===== config.mk =====
export PLATFORM = sky130hd
export DESIGN_NAME = sgd_predict
export DESIGN_NICKNAME = d
export VERILOG_FILES = /design/src/rtl/sgd_predict.sv
export SDC_FILE = /design/constraint.sdc
export NUM_CORES = 2
export LEC_CHECK = 0
export CAP_MARGIN = 20
export CORE_MARGIN = 10
export CORE_UTILIZATION = 55
export CTS_BUF_LIST = sky130_fd_sc_hd__clkbuf_2 sky130_fd_sc_hd__clkbuf_4 sky130_fd_sc_hd__clkbuf_8
export CTS_CLUSTER_DIAMETER = 200
export DETAILED_ROUTE_END_ITERATION = 16
export PLACE_DENSITY_LB_ADDON = 0.12
export SLEW_MARGIN = 20
export SYNTH_ARGS = -nofsm -noshare
export SYNTH_HDL_FRONTEND = slang
export SYNTH_SLANG_ARGS = --single-unit

===== constraint.sdc =====
create_clock -name CLK -period 13.95 [get_ports CLK]
set_input_delay 2.0925 -clock CLK [delete_from_list [all_inputs] [get_ports CLK]]
set_output_delay 2.0925 -clock CLK [all_outputs]
set_load 0.005 [all_outputs]

===== src/rtl/sgd_predict.sv =====
// -----------------------------------------------------------------------------
// sgd_predict
//
// Inference stage that sits after the SGD trainer. It captures the trained
// weight vector on the rising edge of the trainer's done level. It then
// evaluates y_hat = w0 + sum(wk * xk) over streamed data points. The data
// points use the same packed layout the trainer reads. Each prediction is
// returned with its residual (y - y_hat) over a valid/ready handshake.
//
// Packed vector layout (w_in and x_in): field k sits in
// [(DATA_WIDTH-1) - LENGTH*k -: LENGTH]. Field 0 is the bias w0 in w_in and
// the target y in x_in. Fields 1..MAX_FEATURES are the weights and features.
//
// Ports
//   CLK       in   clock, all logic on the rising edge
//   RST       in   synchronous active-high reset
//   w_in      in   packed weight vector
//   w_load    in   trainer done level; its rising edge captures w_in
//   x_in      in   packed data point (y in field 0)
//   x_valid   in   x_in valid
//   x_ready   out  block accepts x_in this cycle
//   feat      in   active feature count, sampled when x is accepted
//   y_out     out  saturated prediction
//   res_out   out  saturated residual y - y_hat
//   y_valid   out  y_out / res_out valid
//   y_ready   in   consumer accepts the result
//   w_loaded  out  a weight vector has been captured since reset
// -----------------------------------------------------------------------------
module sgd_predict #(
  parameter int MAX_FEATURES = 15,
  parameter int LENGTH       = 16,
  parameter int DATA_WIDTH   = LENGTH * (MAX_FEATURES + 1),
  parameter int FRAC_BITS    = 8,
  parameter int MAX_MUL      = 3
) (
  input  logic                               CLK,
  input  logic                               RST,
  input  logic [DATA_WIDTH-1:0]              w_in,
  input  logic                               w_load,
  input  logic [DATA_WIDTH-1:0]              x_in,
  input  logic                               x_valid,
  output logic                               x_ready,
  input  logic [$clog2(MAX_FEATURES+1)-1:0]  feat,
  output logic [LENGTH-1:0]                  y_out,
  output logic [LENGTH-1:0]                  res_out,
  output logic                               y_valid,
  input  logic                               y_ready,
  output logic                               w_loaded
);

  localparam int FEAT_W = $clog2(MAX_FEATURES + 1);
  // k runs past MAX_FEATURES by up to MAX_MUL on the last MAC step.
  localparam int K_W    = $clog2(MAX_FEATURES + MAX_MUL + 1);
  // Headroom for MAX_FEATURES+1 terms of LENGTH bits each.
  localparam int ACC_W  = LENGTH + 8;

  localparam logic signed [ACC_W-1:0] ACC_MAX = ACC_W'((2 ** (LENGTH - 1)) - 1);
  localparam logic signed [ACC_W-1:0] ACC_MIN = ACC_W'(-(2 ** (LENGTH - 1)));
  localparam logic [LENGTH-1:0] OUT_MAX = {1'b0, {(LENGTH-1){1'b1}}};
  localparam logic [LENGTH-1:0] OUT_MIN = {1'b1, {(LENGTH-1){1'b0}}};

  typedef enum logic [1:0] {
    S_WAIT_W,
    S_IDLE,
    S_MAC,
    S_OUT
  } state_t;

  // ---------------------------------------------------------------------------
  // Registers
  // ---------------------------------------------------------------------------
  state_t                   r_state;
  logic [DATA_WIDTH-1:0]    r_w;
  logic [DATA_WIDTH-1:0]    r_x;
  logic [FEAT_W-1:0]        r_feat;
  logic signed [ACC_W-1:0]  r_acc;
  logic [K_W-1:0]           r_k;
  logic                     r_pending;
  logic                     r_w_load_q;
  logic                     r_w_loaded;

  // ---------------------------------------------------------------------------
  // Control wires from the next-state process
  // ---------------------------------------------------------------------------
  state_t  w_state_next;
  logic    w_rise;
  logic    w_capture;   // copy w_in into the weight register
  logic    w_pend_set;  // a reload arrived while an evaluation is in flight
  logic    w_pend_clr;
  logic    w_accept;    // x_in is taken this cycle
  logic    w_mac;       // one MAC step this cycle

  assign w_rise   = w_load & ~r_w_load_q;
  assign w_loaded = r_w_loaded;

  // ---------------------------------------------------------------------------
  // Field unpacking: index 0 is bias / target, 1..MAX_FEATURES are features
  // ---------------------------------------------------------------------------
  logic signed [LENGTH-1:0] w_wf [MAX_FEATURES+1];
  logic signed [LENGTH-1:0] w_xf [MAX_FEATURES+1];

  for (genvar gi = 0; gi <= MAX_FEATURES; gi++) begin : g_fields
    assign w_wf[gi] = r_w[(DATA_WIDTH-1) - LENGTH*gi -: LENGTH];
    assign w_xf[gi] = r_x[(DATA_WIDTH-1) - LENGTH*gi -: LENGTH];
  end

  // ---------------------------------------------------------------------------
  // Multiplier lanes. Lane gi handles feature k+1+gi. A lane whose feature
  // index lies beyond the latched count contributes zero. This covers the
  // final partial step and also keeps the stale upper fields of x_in out of
  // the sum.
  // ---------------------------------------------------------------------------
  logic signed [ACC_W-1:0] w_prod_ext [MAX_MUL];

  for (genvar gi = 0; gi < MAX_MUL; gi++) begin : g_mul
    logic [K_W-1:0]            w_idx;
    logic                      w_active;
    logic [FEAT_W-1:0]         w_sel;
    logic signed [2*LENGTH-1:0] w_full;
    logic signed [LENGTH-1:0]  w_p16;

    assign w_idx    = r_k + K_W'(gi + 1);
    assign w_active = (w_idx <= K_W'(r_feat));
    assign w_sel    = w_active ? w_idx[FEAT_W-1:0] : '0;
    assign w_full   = w_wf[w_sel] * w_xf[w_sel];
    // Rescale back to the field format and keep the low LENGTH bits. This
    // wraps for out-of-range products, the same way the trainer does.
    assign w_p16    = LENGTH'(w_full >>> FRAC_BITS);
    assign w_prod_ext[gi] = w_active ? ACC_W'(w_p16) : '0;
  end

  logic signed [ACC_W-1:0] w_mac_sum;
  always_comb begin
    w_mac_sum = r_acc;
    for (int i = 0; i < MAX_MUL; i++) begin
      w_mac_sum = w_mac_sum + w_prod_ext[i];
    end
  end

  logic [K_W-1:0] w_k_plus;
  assign w_k_plus = r_k + K_W'(MAX_MUL);

  // ---------------------------------------------------------------------------
  // Output saturation and residual
  // ---------------------------------------------------------------------------
  logic signed [LENGTH-1:0] w_y_hat;
  logic signed [LENGTH:0]   w_res_wide;
  logic signed [LENGTH-1:0] w_res_sat;

  always_comb begin
    if (r_acc > ACC_MAX) begin
      w_y_hat = OUT_MAX;
    end else if (r_acc < ACC_MIN) begin
      w_y_hat = OUT_MIN;
    end else begin
      w_y_hat = r_acc[LENGTH-1:0];
    end
  end

  // Both operands are in range, so one extra bit holds the exact difference.
  assign w_res_wide = {w_xf[0][LENGTH-1], w_xf[0]} - {w_y_hat[LENGTH-1], w_y_hat};

  always_comb begin
    if (w_res_wide[LENGTH] != w_res_wide[LENGTH-1]) begin
      w_res_sat = w_res_wide[LENGTH] ? OUT_MIN : OUT_MAX;
    end else begin
      w_res_sat = w_res_wide[LENGTH-1:0];
    end
  end

  assign y_out   = y_valid ? w_y_hat   : '0;
  assign res_out = y_valid ? w_res_sat : '0;

  // ---------------------------------------------------------------------------
  // FSM: next state and outputs
  // ---------------------------------------------------------------------------
  always_comb begin
    w_state_next = r_state;
    x_ready      = 1'b0;
    y_valid      = 1'b0;
    w_capture    = 1'b0;
    w_pend_set   = 1'b0;
    w_pend_clr   = 1'b0;
    w_accept     = 1'b0;
    w_mac        = 1'b0;

    case (r_state)
      S_WAIT_W: begin
        if (w_rise) begin
          w_capture    = 1'b1;
          w_state_next = S_IDLE;
        end
      end

      S_IDLE: begin
        // A weight reload takes priority over a waiting data point. This
        // way the new point never sees a half-updated weight register.
        if (w_rise || r_pending) begin
          w_capture  = 1'b1;
          w_pend_clr = 1'b1;
        end else begin
          x_ready = 1'b1;
          if (x_valid) begin
            w_accept     = 1'b1;
            w_state_next = (feat == '0) ? S_OUT : S_MAC;
          end
        end
      end

      S_MAC: begin
        w_mac      = 1'b1;
        w_pend_set = w_rise;
        if (w_k_plus >= K_W'(r_feat)) begin
          w_state_next = S_OUT;
        end
      end

      S_OUT: begin
        y_valid    = 1'b1;
        w_pend_set = w_rise;
        if (y_ready) begin
          w_state_next = S_IDLE;
        end
      end

      default: begin
        w_state_next = S_WAIT_W;
      end
    endcase
  end

  // ---------------------------------------------------------------------------
  // FSM: state register
  // ---------------------------------------------------------------------------
  always_ff @(posedge CLK) begin
    if (RST) begin
      r_state <= S_WAIT_W;
    end else begin
      r_state <= w_state_next;
    end
  end

  // ---------------------------------------------------------------------------
  // Datapath registers
  // ---------------------------------------------------------------------------
  always_ff @(posedge CLK) begin
    if (RST) begin
      r_w        <= '0;
      r_x        <= '0;
      r_feat     <= '0;
      r_acc      <= '0;
      r_k        <= '0;
      r_pending  <= 1'b0;
      r_w_load_q <= 1'b0;
      r_w_loaded <= 1'b0;
    end else begin
      // The history register clears on reset, so a w_load held high through
      // reset shows up as a rise on the first cycle afterwards.
      r_w_load_q <= w_load;

      if (w_capture) begin
        r_w        <= w_in;
        r_w_loaded <= 1'b1;
      end

      if (w_pend_set) begin
        r_pending <= 1'b1;
      end else if (w_pend_clr) begin
        r_pending <= 1'b0;
      end

      if (w_accept) begin
        r_x    <= x_in;
        r_feat <= feat;
        r_acc  <= ACC_W'(w_wf[0]);
        r_k    <= '0;
      end else if (w_mac) begin
        r_acc <= w_mac_sum;
        r_k   <= w_k_plus;
      end
    end
  end

endmodule


# ---- Word-level counts from Yosys, hierarchy flattened
# Cells that the tools add are included.
dict set report totals {
  ff_bits 550
  latch_bits 0
  ram_bits 0
  romBits 0
  out_inout_bits 35
  wordCells 103
  memories 0
}
dict set report op_classes {
  n_addsub 7
  multipliers 3
  div 0
  magnitude_cmp 9
  n_eq_ne 9
  n_shift 0
  muxes 53
  bitwise_logic 5
  n_reduce_logical 8
}
# operator count
set op_table {}
lappend op_table {{binary-select mux 16 bit (select 4 bit)} 6}
lappend op_table {{2-to-1 mux 16 bit} 18}
lappend op_table {{2-to-1 mux 24 bit} 5}
lappend op_table {{adder 24 bit} 3}
lappend op_table {{multiplier 16 x 16 -> 24 bit} 3}
lappend op_table {{> comparator 24 x 16 -> 1 bit (second input constant)} 1}
lappend op_table {{less-than comparator 24 x 16 -> 1 bit (second input constant)} 1}
lappend op_table {{subtractor 16 x 16 -> 17 bit} 1}
lappend op_table {{greater-or-equal comparator 5 bit (second input constant)} 3}
lappend op_table {{less-or-equal comparator 5 x 4 -> 1 bit} 3}
lappend op_table {{NOT 4 -> 5 bit} 3}
lappend op_table {{2-to-1 mux 1 bit} 14}
lappend op_table {{2-to-1 mux 4 bit} 3}
lappend op_table {{adder 5 x 2 -> 5 bit (second input constant)} 2}
lappend op_table {{2-to-1 mux 2 bit} 5}
lappend op_table {{inequality test 2 bit (second input constant)} 5}
lappend op_table {{one-hot mux 2 bit (4 select lines)} 1}
lappend op_table {{adder 5 x 1 -> 5 bit (second input constant)} 1}
lappend op_table {{greater-or-equal comparator 5 x 4 -> 1 bit} 1}
lappend op_table {{AND reduction 5 bit} 1}
lappend op_table {{== test 2 bit (second input constant)} 2}
lappend op_table {{logical NOT 4 bit} 1}
lappend op_table {{nonzero test 2 bit} 2}
lappend op_table {{OR reduction 2 bit} 2}
lappend op_table {{7 further kinds} 7}

# ---- Logic depth before layout (Yosys ltp)
dict set report depth {
  word_depth 14
  depth_mapped 63
}

# ---- Worst setup path before layout
# Ideal clock, no wire load.
dict set report synth_path {
  kind {reg-to-reg}
  startpoint {register r_k[0]}
  endpoint {register r_acc[23]}
  arrival_time_ns 13.219
  t_required_ns 13.876
  slack_ns 0.658
  path_stages_with_launch 56
  path_buffers 10
  path_cell_list {dfxtp_1 > inv_2 > buf_1 > buf_2 > ha_1 > clkbuf_1 > inv_1 > clkbuf_1 > ha_1 > nor2b_1 > o211ai_1 > a21boi_1 > nor2_2 > buf_2 > clkbuf_1 > clkbuf_1 > clkbuf_1 > buf_1 > [... 20 more ...] > o211ai_1 > a21oi_1 > o21a_1 > o21ai_1 > fa_1 > fa_1 > inv_1 > ha_1 > and3_1 > a31oi_1 > a211oi_1 > a41o_1 > o21ai_0 > nand2b_1 > a21oi_1 > xnor2_2 > xnor3_1 > o22ai_2}
}
dict set report synth_via {
  elab_chain_cells 14
  elab_cells_between_ends 41
  classes_between {add/sub: 6; mul: 3; order compare: 3; mux: 26; bitwise: 3}
}
# element line_no
set synth_lines {}
lappend synth_lines {{start, declared} 77} ;# logic [K_W-1:0] r_k;
lappend synth_lines {{start signal, assigned} 279} ;# r_k <= w_k_plus;
lappend synth_lines {{adder 5 x 1 -> 5 bit (*)} 122} ;# assign w_idx = r_k + K_W'(gi + 1);
lappend synth_lines {{via g_mul[0].w_idx[0]} 116} ;# logic [K_W-1:0] w_idx;
lappend synth_lines {{less-or-equal comparator 5 x 4 -> 1 bit} 123} ;# assign w_active = (w_idx <= K_W'(r_feat));
lappend synth_lines {{2-to-1 mux 4 bit} 124} ;# assign w_sel = w_active ? w_idx[FEAT_W-1:0] : '0;
lappend synth_lines {{NOT 4 -> 5 bit (not written as such)} 125} ;# assign w_full = w_wf[w_sel] * w_xf[w_sel];
lappend synth_lines {{binary-select mux 16 bit (select 4 bit)} 125}
lappend synth_lines {{2-to-1 mux 16 bit (not written as such) (2 in a row)} 125}
lappend synth_lines {{multiplier 16 x 16 -> 24 bit} 125}
lappend synth_lines {{2-to-1 mux 24 bit (*)} 129} ;# assign w_prod_ext[gi] = w_active ? ACC_W'(w_p16) : '0;
lappend synth_lines {{adder 24 bit (*) (3 in a row)} 136} ;# w_mac_sum = w_mac_sum + w_prod_ext[i];
lappend synth_lines {{2-to-1 mux 24 bit (*)} 277} ;# end else if (w_mac) begin
lappend synth_lines {{2-to-1 mux 24 bit (*)} 272} ;# if (w_accept) begin
lappend synth_lines {{end signal, assigned} 275} ;# r_acc <= ACC_W'(w_wf[0]);
lappend synth_lines {{end signal, assigned} 278} ;# r_acc <= w_mac_sum;
lappend synth_lines {{end, declared} 76} ;# logic signed [ACC_W-1:0] r_acc;
# Mark *: on every way through the listed nets, which the timed path passes. The rest lies on a longest branch. The select of a mux whose other input is x is not followed.
# A chain may end at the register's enable or synchronous reset.

# ---- Final worst setup path
dict set report layout_path {
  startpoint {register r_k[1]}
  endpoint {register r_acc[23]}
}
dict set report layout_via {
  elab_cells_between_ends 41
  classes_between {add/sub: 6; mul: 3; order compare: 3; mux: 26; bitwise: 3}
}
# element line_no
set layout_rtl {}
lappend layout_rtl {{adder 5 x 2 -> 5 bit (*)} 122}
lappend layout_rtl {{via g_mul[2].w_idx[3]} 116}
lappend layout_rtl {{less-or-equal comparator 5 x 4 -> 1 bit} 123}
lappend layout_rtl {{2-to-1 mux 4 bit} 124}
lappend layout_rtl {{NOT 4 -> 5 bit (not written as such)} 125}
lappend layout_rtl {{binary-select mux 16 bit (select 4 bit)} 125}
lappend layout_rtl {{2-to-1 mux 16 bit (not written as such) (2 in a row)} 125}
lappend layout_rtl {{multiplier 16 x 16 -> 24 bit} 125}
lappend layout_rtl {{2-to-1 mux 24 bit (*)} 129}
lappend layout_rtl {{adder 24 bit (*)} 136}
lappend layout_rtl {{2-to-1 mux 24 bit (*)} 277}
lappend layout_rtl {{2-to-1 mux 24 bit (*)} 272}
# Marks and branches as above.

==> reports/summary.txt <==
routability cong.: 1.05
Iter 0 DRT Violations: 7868
sequential fraction of the synthesis area: 0.188
fmax: 73.3 MHz
Num CTS Buffers: 95
hold_buf cts: 0
Slew HR: 0.167
crit start category: flip-flop
min Tclk post-route: 13640 ps
Async SR Flop Fraction: 0
TritonCTS Sinks: 550
Fin Setup TNS: 0 ps
CTS tree: built
ANT nets after route: 0
Yosys Warn Count: 0
Worst Tran Pin Value: 1210 ps
Bufs on Longest Clock Path: 3
Worst Path Arrival: 14390 ps
Yosys top cell area share: 0.207
unrepaired setup endpoints after global routing: no
vias in the first global route: 58927
Required @ worst endpoint: 14700 ps
endpoints failing hold: 0
via count: 60021
post-synthesis cell type count: 113
maxcap violations: 0
worst hold path type: reg -> reg
Main synth FF type: dfxtp_1
post-layout util: 0.646
Final period util: 0.978
Die H: 346 um
global-route wire length before repair: 388000 um
Avg Vias per Cell: 6.30
die area: 120000 um^2
CP max FO: 19
Mapped Area: 58500 um^2
CP max stage delay: 540 ps
initial antenna violation count: 21
Nets: 9438
H-tree depth: 3
row cnt: 119
syn_nets: 9059
I/O Pins: 556
final setup fails: 0
Synth Instances: 7665
largest net degree at the start of global routing: 165
top post-synthesis cells by area: fa_1 21%, dfxtp_1 19%, nand2_1 12%
gr ovfl total: 0
IO buf count: 555
Yosys reg bits: 550
Die Wd: 346 um
Pre-antenna DRT Iters: 7
outcome: finished, final reports clean
CP Capture Type: flip-flop
routed len/inst: 27.9 um
Clock Latency Late Sink: 870 ps
core area: 105000 um^2
area grow syn2layout: 16.4%
most frequent cells in the layout: 1910 x nand2_1, 757 x inv_1, 753 x a21oi_1, 605 x fa_1, 554 x clkdlybuf4s50_1
Slowest cell on crit path: fa_1
Post-synth EDFFs: 0
Filler cells: 9260
commonest non-fill, non-tap cell in the layout: nand2_1
area leader, netlist: fa_1
Starting Density: 0.555
clock skew: 57.6 ps
Most common cell on crit path: fa_1
drt drc: 0
crit path kind: reg -> reg
clk root buf: clkbuf_8
Pins Over Slew Limit: 0
share of layout cells above drive strength 1: 0.0816
WL final: 266000 um
synthesized area per cell: 7.63 um^2
placed wire-length estimate after detailed placement: 206000 um
GRT Total Usage: 0.428
clock slew at reported path FFs: 70 ps
[metrics by stage]
stage                     instance area [um^2]  hold slack (ps)  worst slack, ps  std cells
after global placement                   65900              448              760       9335
after detailed placement                 65900              464              383       9335
after floorplan                          58500              436              658       7665
after CTS                                68000              473              321       9504
after global routing                     68100              491             13.5       9510
final                                    68100              471              305       9522
[final cells by class]
type / count / area [um^2] / area share
Multi-Input combinational cell: 5811 / 42500 / 0.624
Sequential cell: 550 / 11000 / 0.162
Timing Repair Buffer: 821 / 7820 / 0.115
Inverter: 765 / 2870 / 0.0422
Tap cell: 1391 / 1740 / 0.0256
Clock buffer: 133 / 1710 / 0.0250
Clock inverter: 36 / 418 / 0.00614
Antenna cell: 15 / 37.5 / 0.000551
[per-layer routing]
metal	GRT usage	share of wire	vias up
met5	0	0.0014	-
met4	0.287	0.084	22
met3	0.157	0.13	1145
met2	0.645	0.42	4087
met1	0.509	0.36	28751
li1	-	-	26016
[registers in the layout, indices dropped and copies added, names as in the netlist]
signal      count
r_state         2
r_k             5
r_pending       1
r_feat          4
r_x           256
w_loaded        1
r_w           256
r_w_load_q      1
r_acc          24
[synthesized netlist by cell type (all sizes together), types with 32 or more instances]
library cell and number:
a2111oi 32, a211oi 125, a21oi 761, a311oi 69, a31oi 98, and2 159
and3 47, buf 182, clkbuf 357, dfxtp 550, fa 605, ha 268
inv 760, mux2 77, mux2i 158, nand2 1922, nand2b 57, nand3 268
nor2 258, nor2b 100, nor3 72, o211ai 79, o21ai 203, or2 44
xnor2 97, xor2 38
[timing repair]
action | 4_1_cts | 5_1_grt
setup buffers | 0 | 1
resized for setup | 0 | 9
endpoints found under the setup margin | 0 | 2
[path summary, 6_finish.rpt]
path | endpoint | start | cells after the start | slack [ps]
max | r_acc[23] | r_k[1] | 50 | 310
min | r_w[69] | r_w[69] | 2 | 470
max reg2reg | r_acc[23] | r_k[1] | 50 | 310
min reg2reg | r_w[69] | r_w[69] | 2 | 470
[logic make-up (layout without fill, tap and decap cells)]
group,after synthesis,in the layout,synth area share
multiplexers,241,241,0.0444
AND/OR/NAND/NOR,2967,2967,0.220
flip-flops,550,550,0.188
buffers and inverters,1304,1755,0.0895
other,0,15,0
AO/OA/AOI/OAI,1588,1588,0.170
XOR/XNOR,140,140,0.0233
adder cells (fa/ha/maj),875,875,0.265
[worst max-delay path, delay by kind of cell (launching register included)]
kind,cells,cell delay (ps)
buf+inv,7,960
compound gates,20,4670
flops,1,500
xor+xnor,4,890
simple gates,7,1420
fa+ha+maj,12,5050
Power is not shown: default switching activity piles up to over one toggle a cycle in this logic, so the estimate is an artifact.
